<file path="src/rtl/uart_rx_controller.sv">
// UART receive sequencer: start detect, oversampled bit timing, LSB-first shift, parity hand-off and host holding register.
// Optional parity stage enabled by defining UART_RX_PARITY_EN.
`ifndef DATA_WIDTH
`define DATA_WIDTH 8
`endif

module uart_rx_controller #(
    parameter int DATA_WIDTH = `DATA_WIDTH,
    parameter int OVERSAMPLE = 16
) (
    input  logic                  clk,
    input  logic                  rst,
    input  logic                  baud_tick,
    input  logic                  rx_in,
    output logic                  parity_load,
    output logic                  parity_bit,
    output logic [DATA_WIDTH-1:0] shift_data,
    input  logic                  parity_bit_error,
    output logic [DATA_WIDTH-1:0] rx_data,
    output logic                  rx_valid,
    input  logic                  rx_ack,
    output logic                  parity_err,
    output logic                  frame_err,
    output logic                  overrun,
    output logic                  busy
);
    localparam int TW = $clog2(OVERSAMPLE);
    localparam int BW = (DATA_WIDTH > 1) ? $clog2(DATA_WIDTH) : 1;

    typedef enum logic [2:0] {IDLE, START, DATA, PARITY, STOP} state_t;
    state_t state, state_nxt;

    logic          sync1, rx_s, rx_q;
    logic [TW-1:0] tcnt;
    logic [BW-1:0] bcnt;
    logic          mid_pt, bit_pt, fall, last_bit;
    logic          sample_data, par_sample, commit;
    logic          frame_par_err;

    assign mid_pt   = baud_tick && (tcnt == TW'(OVERSAMPLE/2 - 1));
    assign bit_pt   = baud_tick && (tcnt == TW'(OVERSAMPLE - 1));
    assign fall     = rx_q && !rx_s;
    assign last_bit = (bcnt == BW'(DATA_WIDTH - 1));

    // rx_q holds the previous rx_s so only a 1->0 transition starts a frame
    always_ff @(posedge clk) begin
        if (rst) begin
            sync1 <= 1'b1;
            rx_s  <= 1'b1;
            rx_q  <= 1'b1;
        end else begin
            sync1 <= rx_in;
            rx_s  <= sync1;
            rx_q  <= rx_s;
        end
    end

    always_ff @(posedge clk) begin
        if (rst) state <= IDLE;
        else     state <= state_nxt;
    end

    always_comb begin
        state_nxt = state;
        case (state)
            IDLE:   if (fall) state_nxt = START;
            START:  if (mid_pt) state_nxt = rx_s ? IDLE : DATA;
`ifdef UART_RX_PARITY_EN
            DATA:   if (bit_pt && last_bit) state_nxt = PARITY;
            PARITY: if (bit_pt) state_nxt = STOP;
`else
            DATA:   if (bit_pt && last_bit) state_nxt = STOP;
`endif
            STOP:   if (bit_pt) state_nxt = IDLE;
            default: state_nxt = IDLE;
        endcase
    end

    always_comb begin
        busy        = (state != IDLE);
        sample_data = (state == DATA) && bit_pt;
        par_sample  = 1'b0;
`ifdef UART_RX_PARITY_EN
        par_sample  = (state == PARITY) && bit_pt;
`endif
        commit      = (state == STOP) && bit_pt;
    end

    // tcnt restarts at the start-bit midpoint so later samples land mid-bit
    always_ff @(posedge clk) begin
        if (rst) begin
            tcnt <= '0;
            bcnt <= '0;
        end else begin
            if (state == IDLE || (state == START && mid_pt))
                tcnt <= '0;
            else if (baud_tick)
                tcnt <= (tcnt == TW'(OVERSAMPLE - 1)) ? '0 : tcnt + 1'b1;

            if (state != DATA)
                bcnt <= '0;
            else if (sample_data)
                bcnt <= last_bit ? '0 : bcnt + 1'b1;
        end
    end

    always_ff @(posedge clk) begin
        if (rst)              shift_data <= '0;
        else if (sample_data) shift_data <= {rx_s, shift_data[DATA_WIDTH-1:1]};
    end

`ifdef UART_RX_PARITY_EN
    // checker result is only meaningful during the single parity_load clk
    always_ff @(posedge clk) begin
        if (rst) begin
            parity_load   <= 1'b0;
            parity_bit    <= 1'b0;
            frame_par_err <= 1'b0;
        end else begin
            parity_load <= par_sample;
            if (par_sample)  parity_bit    <= rx_s;
            if (parity_load) frame_par_err <= parity_bit_error;
        end
    end
`else
    logic unused_par;
    assign unused_par    = parity_bit_error | par_sample;
    assign parity_load   = 1'b0;
    assign parity_bit    = 1'b0;
    assign frame_par_err = 1'b0;
`endif

    always_ff @(posedge clk) begin
        if (rst) begin
            rx_data    <= '0;
            rx_valid   <= 1'b0;
            parity_err <= 1'b0;
            frame_err  <= 1'b0;
            overrun    <= 1'b0;
        end else begin
            overrun <= 1'b0;
            if (commit) begin
                if (!rx_valid || rx_ack) begin
                    rx_data    <= shift_data;
                    parity_err <= frame_par_err;
                    frame_err  <= ~rx_s;
                    rx_valid   <= 1'b1;
                end else begin
                    overrun <= 1'b1;
                end
            end else if (rx_ack && rx_valid) begin
                rx_valid   <= 1'b0;
                parity_err <= 1'b0;
                frame_err  <= 1'b0;
            end
        end
    end
endmodule

</file>
<file path="config.mk">
export PLATFORM = sky130hd
export DESIGN_NAME = uart_rx_controller
export DESIGN_NICKNAME = d
export VERILOG_FILES = /design/src/rtl/uart_rx_controller.sv
export SDC_FILE = /design/constraint.sdc
export NUM_CORES = 1
export LEC_CHECK = 0
export CAP_MARGIN = 20
export CORE_MARGIN = 2
export CORE_UTILIZATION = 51
export CTS_CLUSTER_DIAMETER = 30
export CTS_CLUSTER_SIZE = 16
export DETAILED_ROUTE_END_ITERATION = 10
export PLACE_DENSITY = 0.9
export SLEW_MARGIN = 30
export SYNTH_ARGS = -nofsm -noshare
export SYNTH_HDL_FRONTEND = slang
export SYNTH_SLANG_ARGS = --single-unit
</file>
<file path="constraint.sdc">
create_clock -name clk -period 1.8 [get_ports clk]
set_input_delay 0.27 -clock clk [delete_from_list [all_inputs] [get_ports clk]]
set_output_delay 0.27 -clock clk [all_outputs]
set_load 0.1 [all_outputs]
</file>
==> key figures, run 1 <==
Place
  – I/O Buffers: 24
  – GP Congestion: ~0.76
  – Dpl ws: -59.2 ps
  – Dpl hpwl: between 2000 and 2500 µm
  – Cell count after placement: approximately 210

Outcome
  – Outcome: complete, no violations

CTS
  – # Post-CTS Setup Buffers: 0
  – PostCTS Resize Cnt: 0
  – # clock sinks: 32
  – Bufs on Longest Clock Path: 2
  – Reg clk slew, reported paths: 90 ps
  – Clock latency on the worst-skew pair: ~340 ps
  – Root Buffer: clkbuf_4
  – CTS tree: done
  – H-Tree Depth: 2
  – Total CTS buffers: 5
  – Number of buffers inserted by hold repair at cts: 0

Cells and area
  – Commonest non-fill, non-tap cell in the layout: dfxtp_1
  – Commonest cells after routing, fill and taps aside: dfxtp_1, a21oi_1, buf_4
  – Synthesis-to-finish area growth: 24.8%
  – Multi-input logic area: 747 µm²
  – Fill count: roughly 230
  – Reg area: about 640 µm²
  – Total Nets Final: 193
  – Non-filler cells, final: between 200 and 250
  – Antenna Cells: 0
  – Share of cells above drive strength 1: roughly 27%

Setup path
  – Crit path largest cell delay: 400 ps
  – CP top delay family: simple AND/OR/NAND/NOR gates
  – CP Launch Type: flip-flop
  – Crit path max fanout: 10
  – Critical Path RT: approximately 1500 ps
  – CP bufs+invs: 2
  – Crit end category: output port
  – Critical path arrival: around 1400 ps
  – Critical path cell sequence: buf_4 -> or3_1 -> buf_12
  – WS Path Type: flip-flop to output port
  – Critical path's slowest cell: or3_1

Route
  – DR DRC count: 0
  – Routed Antenna Nets: 0
  – DR vias: approximately 1,300
  – Number of detailed-route iterations in the first pass: 4
  – DRT Wirelength: between 3000 and 4000 µm
  – DR vias/cell: 6.01
  – Initial DRC count: 40
  – DR WL/cell: roughly 15 µm

Timing
  – Tcrit/Tclk final: roughly 93%
  – Fin. Hold Viols: 0
  – RSZ-0062 raised after global routing: no
  – Min Tclk post-route: approximately 1700 ps
  – Max Slew Vio Count: 0
  – Finish-stage setup viols: 0
  – Clock Skew: 6.98 ps
  – Final worst slack: approximately 120 ps
  – Fmax: between 500 and 600 MHz
  – Slew HR: a little under two fifths
  – Least-Margin Pin Slew: roughly 940 ps

Synth
  – Cell Area, Synth: roughly 1500 µm²
  – Post-Synthesis Cells: 163
  – Register area share after synthesis: between 40 and 50%
  – Syn_area_per_cell: approximately 9.3 µm²
  – Number of unique standard cell types used by synthesis: 36
  – Main synth FF type: dfxtp_1
  – #FFs+latches synth: 32
  – Async SR Flop Fraction: 0%
  – Synth warn: 0
  – Number of synthesized flops with an enable pin: 0

Pwr
  – Maximum VDD drop: 0.734 mV
  – PwrDens: between 700 and 800 nW/µm²
  – NetSw: roughly 0.30 mW
  – Sequential power share: between 50% and 60%
  – Switching share of power: between 20% and 30%
  – Pint: 1.03 mW
  – Leak: roughly 0.66 nW
  – Clk pwr share: between 30% and 40%
  – Combinational power share: approximately 6.2%

Floorplan
  – Die W: between 50 and 60 µm
  – Initial core utilization: a little over half
  – Cell Rows: 19
  – I/O pin total: 29
  – Die Span Y: a little under 60 µm
  – Core ar.: approximately 2800 µm²
  – Full die area: about 3400 µm²

Global route
  – Global route overflow: 0
  – All-layer global routing usage: a little over a fifth
  – First-pass GRT wire length: ~5300 µm
  – Initial antenna violation count: 0
  – Largest net degree at the start of global routing: 23
  – Vias in the first global route: roughly 1,200

Job
  – # Max-Cap Violations: 0

Worst hold path
  – Hold crit path type: flip-flop to flip-flop
cells by family (layout without fill, tap and decap cells):
kind of cell,Yosys count,count (layout),synth area share (%)
AO/OA/AOI/OAI,49,49,22.0
XOR/XNOR,1,1,0.578
adder cells (fa/ha/maj),3,3,2.48
buffers and inverters,20,40,8.92
flip-flops,32,32,42.3
multiplexers,1,1,0.661
other,1,3,0.247
AND/OR/NAND/NOR,56,56,22.8
synth_stat cells, types with 2 or more instances:
cell type	instances	area (µm²)
buf_6	3	33.8
nand2_1	9	33.8
nor3_1	4	20.0
nor3b_2	2	25.0
nand4b_1	3	26.3
nand3b_1	2	15.0
buf_2	2	10.0
nor2b_1	2	12.5
or3_1	4	25.0
a211oi_1	5	37.5
dfxtp_1	32	641
nand4_1	9	56.3
nand2b_1	2	12.5
nand3_1	9	45.0
buf_4	9	67.6
or2_2	3	18.8
o21ai_1	9	45.0
o31ai_2	8	100
nor2_1	2	7.51
or3b_1	2	17.5
ha_1	3	37.5
a21oi_1	21	105
clkbuf_1	5	18.8
sequential cells by signal (all words and copies together), names as in the netlist:
| register | cells |
|---|---|
| frame_err | 1 |
| rx_valid | 1 |
| tcnt | 4 |
| sync1 | 1 |
| state | 3 |
| overrun | 1 |
| rx_s | 1 |
| rx_data | 8 |
| bcnt | 3 |
| shift_data | 8 |
| rx_q | 1 |
power by group through the flow:
stage | sequential, mW | clock, mW | combinational (mW)
detailed placement | 0.731 | 0 | 0.0825
finish | 0.714 | 0.529 | 0.0827
CTS | 0.714 | 0.546 | 0.0826
global route | 0.715 | 0.577 | 0.0871
global placement | 0.731 | 0 | 0.0810
floorplan | 0.730 | 0 | 0.0663
final timing paths:
| check | cells past startpoint | slack, ps | start | endpoint |
|---|---|---|---|---|
| worst max-delay path | 3 | 120 | state[0] | busy |
| worst min-delay path | 1 | 430 | sync1 | rx_s |
| worst max register to register | 3 | 180 | rx_valid | rx_data[2] |
| worst min register to register | 1 | 430 | sync1 | rx_s |
metal layers:
metal | vias to the layer above | wire [µm] | track usage [%]
li1 | 636 | - | -
met1 | 612 | 1250 | 22.8
met2 | 42 | 1630 | 34.5
met3 | 8 | 204 | 7.91
met4 | 0 | 85 | 12.3
met5 | - | 0 | 0
final cells by class:
class | instances | area share (%)
Multi-Input combinational cell | 113 | 39.5
Tap cell | 31 | 2.05
Timing Repair Buffer | 32 | 20.5
Clock inverter | 2 | 1.85
Clock buffer | 6 | 2.18
Sequential cell | 32 | 33.9
metrics by stage:
stage / setup TNS [ps] / area, µm² / util (%) / hold slack, ps / total power [mW]
after floorplan: 0 / 1520 / - / 374 / 0.796
after global placement: 0 / 1810 / 65.2 / 398 / 0.812
after detailed placement: -82.6 / 1810 / 65.2 / 404 / 0.813
after CTS: 0 / 1890 / 68.0 / 429 / 1.34
after global routing: 0 / 1890 / 68.0 / 437 / 1.38
final: 0 / 1890 / 68.0 / 427 / 1.33
Note: power is estimated with default switching activity, not from simulation.
==> inputs of run 2 (changes only) <==
CORE_UTILIZATION = 53   (was 51)
CTS_BUF_LIST = sky130_fd_sc_hd__clkbuf_4   (was not set)
PLACE_DENSITY = 0.92   (was 0.9)
==> key figures, run 2 (synthesis results as in run 1) <==
Cells and area
  – Reg area: about 640 µm²
  – Commonest cells after routing, fill and taps aside: dfxtp_1, a21oi_1, buf_4
  – Antenna Cells: 0
  – Total Nets Final: 194
  – Non-filler cells, final: ~220
  – Multi-input logic area: about 750 µm²
  – Largest regs: rx_data: 8 flops, shift_data: 8 flops, tcnt: 4 flops
  – Synthesis-to-finish area growth: 23.3%
  – Final Util: 68.3%
  – Commonest non-fill, non-tap cell in the layout: dfxtp_1
  – Share of cells above drive strength 1: ~28%
  – Cell area after layout: about 1900 µm²
  – Fill count: around 210

Place
  – Dpl hpwl: roughly 2400 µm
  – Dpl ws: -38.6 ps
  – Cell count after placement: between 200 and 250
  – DP Area: ~1800 µm²
  – I/O Buffers: 24
  – GP Congestion: roughly 0.78

Setup path
  – Crit end category: output port
  – WS Path Type: flip-flop to output port
  – Critical Path RT: roughly 1500 ps
  – Crit path largest cell delay: between 400 and 500 ps
  – Critical path arrival: between 1000 and 1500 ps
  – CP Launch Type: flip-flop
  – Critical path cell sequence: buf_4 -> or3_1 -> buf_12
  – Crit path max fanout: 11
  – CP top delay family: simple AND/OR/NAND/NOR gates
  – R2R Setup Slk: ~160 ps
  – RR Startpoint: tcnt[0]
  – CP bufs+invs: 2
  – Crit path from: state[2]
  – Critical path's slowest cell: or3_1
  – R2R cell count: 5
  – Worst R2R End: rx_data[3]

CTS
  – # clock sinks: 32
  – Bufs on Longest Clock Path: 2
  – Clock latency on the worst-skew pair: ~330 ps
  – CTS tree: done
  – Number of buffers inserted by hold repair at cts: 0
  – Root Buffer: clkbuf_4
  – H-Tree Depth: 2
  – Reg clk slew, reported paths: around 90 ps
  – Total CTS buffers: 5
  – # Post-CTS Setup Buffers: 0

Floorplan
  – Initial core utilization: between 50 and 60%
  – I/O pin total: 29
  – Die W: between 50 and 60 µm
  – Full die area: ~3300 µm²
  – Cell Rows: 19
  – Core ar.: between 2000 and 3000 µm²
  – Die Span Y: about 57 µm

Global route
  – Largest net degree at the start of global routing: 27
  – Vias in the first global route: around 1,300
  – All-layer global routing usage: a little under a quarter
  – Initial antenna violation count: 0
  – Global route overflow: 0
  – First-pass GRT wire length: between 5000 and 6000 µm

Timing
  – Clock Skew: ~3.3 ps
  – Hold Slack: around 440 ps
  – Max Slew Vio Count: 0
  – Finish-stage setup viols: 0
  – RSZ-0062 raised after global routing: no
  – Fin. Hold Viols: 0
  – Tcrit/Tclk final: around 94%
  – Sum Neg Setup Slack: 0 ps
  – Fmax: 591 MHz
  – Final worst slack: roughly 110 ps
  – Min Tclk post-route: 1690 ps
  – Slew HR: roughly two fifths
  – Least-Margin Pin Slew: 921 ps

Route
  – DR vias/cell: a little over 6
  – DR DRC count: 0
  – DR WL/cell: 15.7 µm
  – Initial DRC count: 38
  – DRT Wirelength: ~3400 µm
  – Top Layer Used: met4
  – Wire length on met3: ~170 µm
  – Met2 WL: around 1800 µm
  – Routed Antenna Nets: 0
  – DR vias: ~1,300
  – Number of detailed-route iterations in the first pass: 4
  – Met1 WL: roughly 1300 µm

Pwr
  – Maximum VDD drop: roughly 0.64 mV
  – NetSw: slightly below 0.3 mW
  – Pwr Total: between 1 and 1.5 mW
  – Switching share of power: between 20% and 30%
  – Clk pwr share: 34.0%
  – Sequential power share: between 50% and 60%
  – PwrDens: ~650 nW/µm²
  – Pint: 0.917 mW
  – Leak: roughly 0.66 nW
  – Combinational power share: under 10%

Worst hold path
  – Worst hold stages: 1
  – Hold crit path type: flip-flop to flip-flop
  – Startpoint of the worst hold path: sync1
  – Hold Path End: rx_s

Job
  – # Max-Cap Violations: 0

Outcome
  – Outcome: complete, no violations
## run 2: cell count changes in the layout (fill, tap and decap cells not counted), sizes merged
cell    change
bufinv      -1
buf         +1
clkbuf      +1
## run 2: what timing repair did
item,4_1_cts,5_1_grt
hold endpoints to repair,0,0
gates resized for setup,0,1
endpoints found under the setup margin,0,2
## run 2: worst max path at each step
| stage | slack, ps | end | cells past startpoint |
|---|---|---|---|
| 2_1_floorplan | 50 | frame_err | 4 |
| 3_3_place_gp | 40 | frame_err | 4 |
| 3_5_place_dp | -40 | rx_data[3] | 4 |
| 4_1_cts | 80 | busy | 3 |
| 5_1_grt | 10 | rx_data[3] | 5 |
| 6_report | 110 | busy | 3 |
## run 2: final cells by class
type / count / share of cell area (%)
multi-input combinational: 113 / 40.1
sequential: 32 / 34.3
timing repair buffer: 33 / 20.5
clock buffer: 7 / 2.81
tap: 31 / 2.08
clock inverter: 1 / 0.201
## run 2: power groups by stage
stage | Sequential [mW] | Combinational [mW] | Clock, mW
floorplan | 0.730 | 0.0663 | 0
global placement | 0.731 | 0.0809 | 0
detailed placement | 0.731 | 0.0833 | 0
CTS | 0.714 | 0.0840 | 0.423
global route | 0.715 | 0.0887 | 0.451
finish | 0.714 | 0.0843 | 0.411
## run 2: worst reg2reg max path: cells and delay by family, from the launching register on
| kind | cells | cell delay, ps |
|---|---|---|
| simple gates | 2 | 440 |
| flops | 1 | 400 |
| fa+ha+maj | 1 | 270 |
| buf+inv | 1 | 250 |
| compound gates | 1 | 200 |
## run 2: per-layer routing
| layer | track usage (%) | vias to the layer above |
|---|---|---|
| met3 | 7.48 | 6 |
| met1 | 23.2 | 626 |
| li1 | - | 640 |
| met2 | 40.6 | 43 |
| met4 | 11.6 | 0 |
| met5 | 0 | - |
==> inputs of run 3 (changes only) <==
SKIP_CTS_REPAIR_TIMING = 1   (was not set)
==> results of run 3 <==
The final DEF is identical to that of run 2; final timing and power are the same.
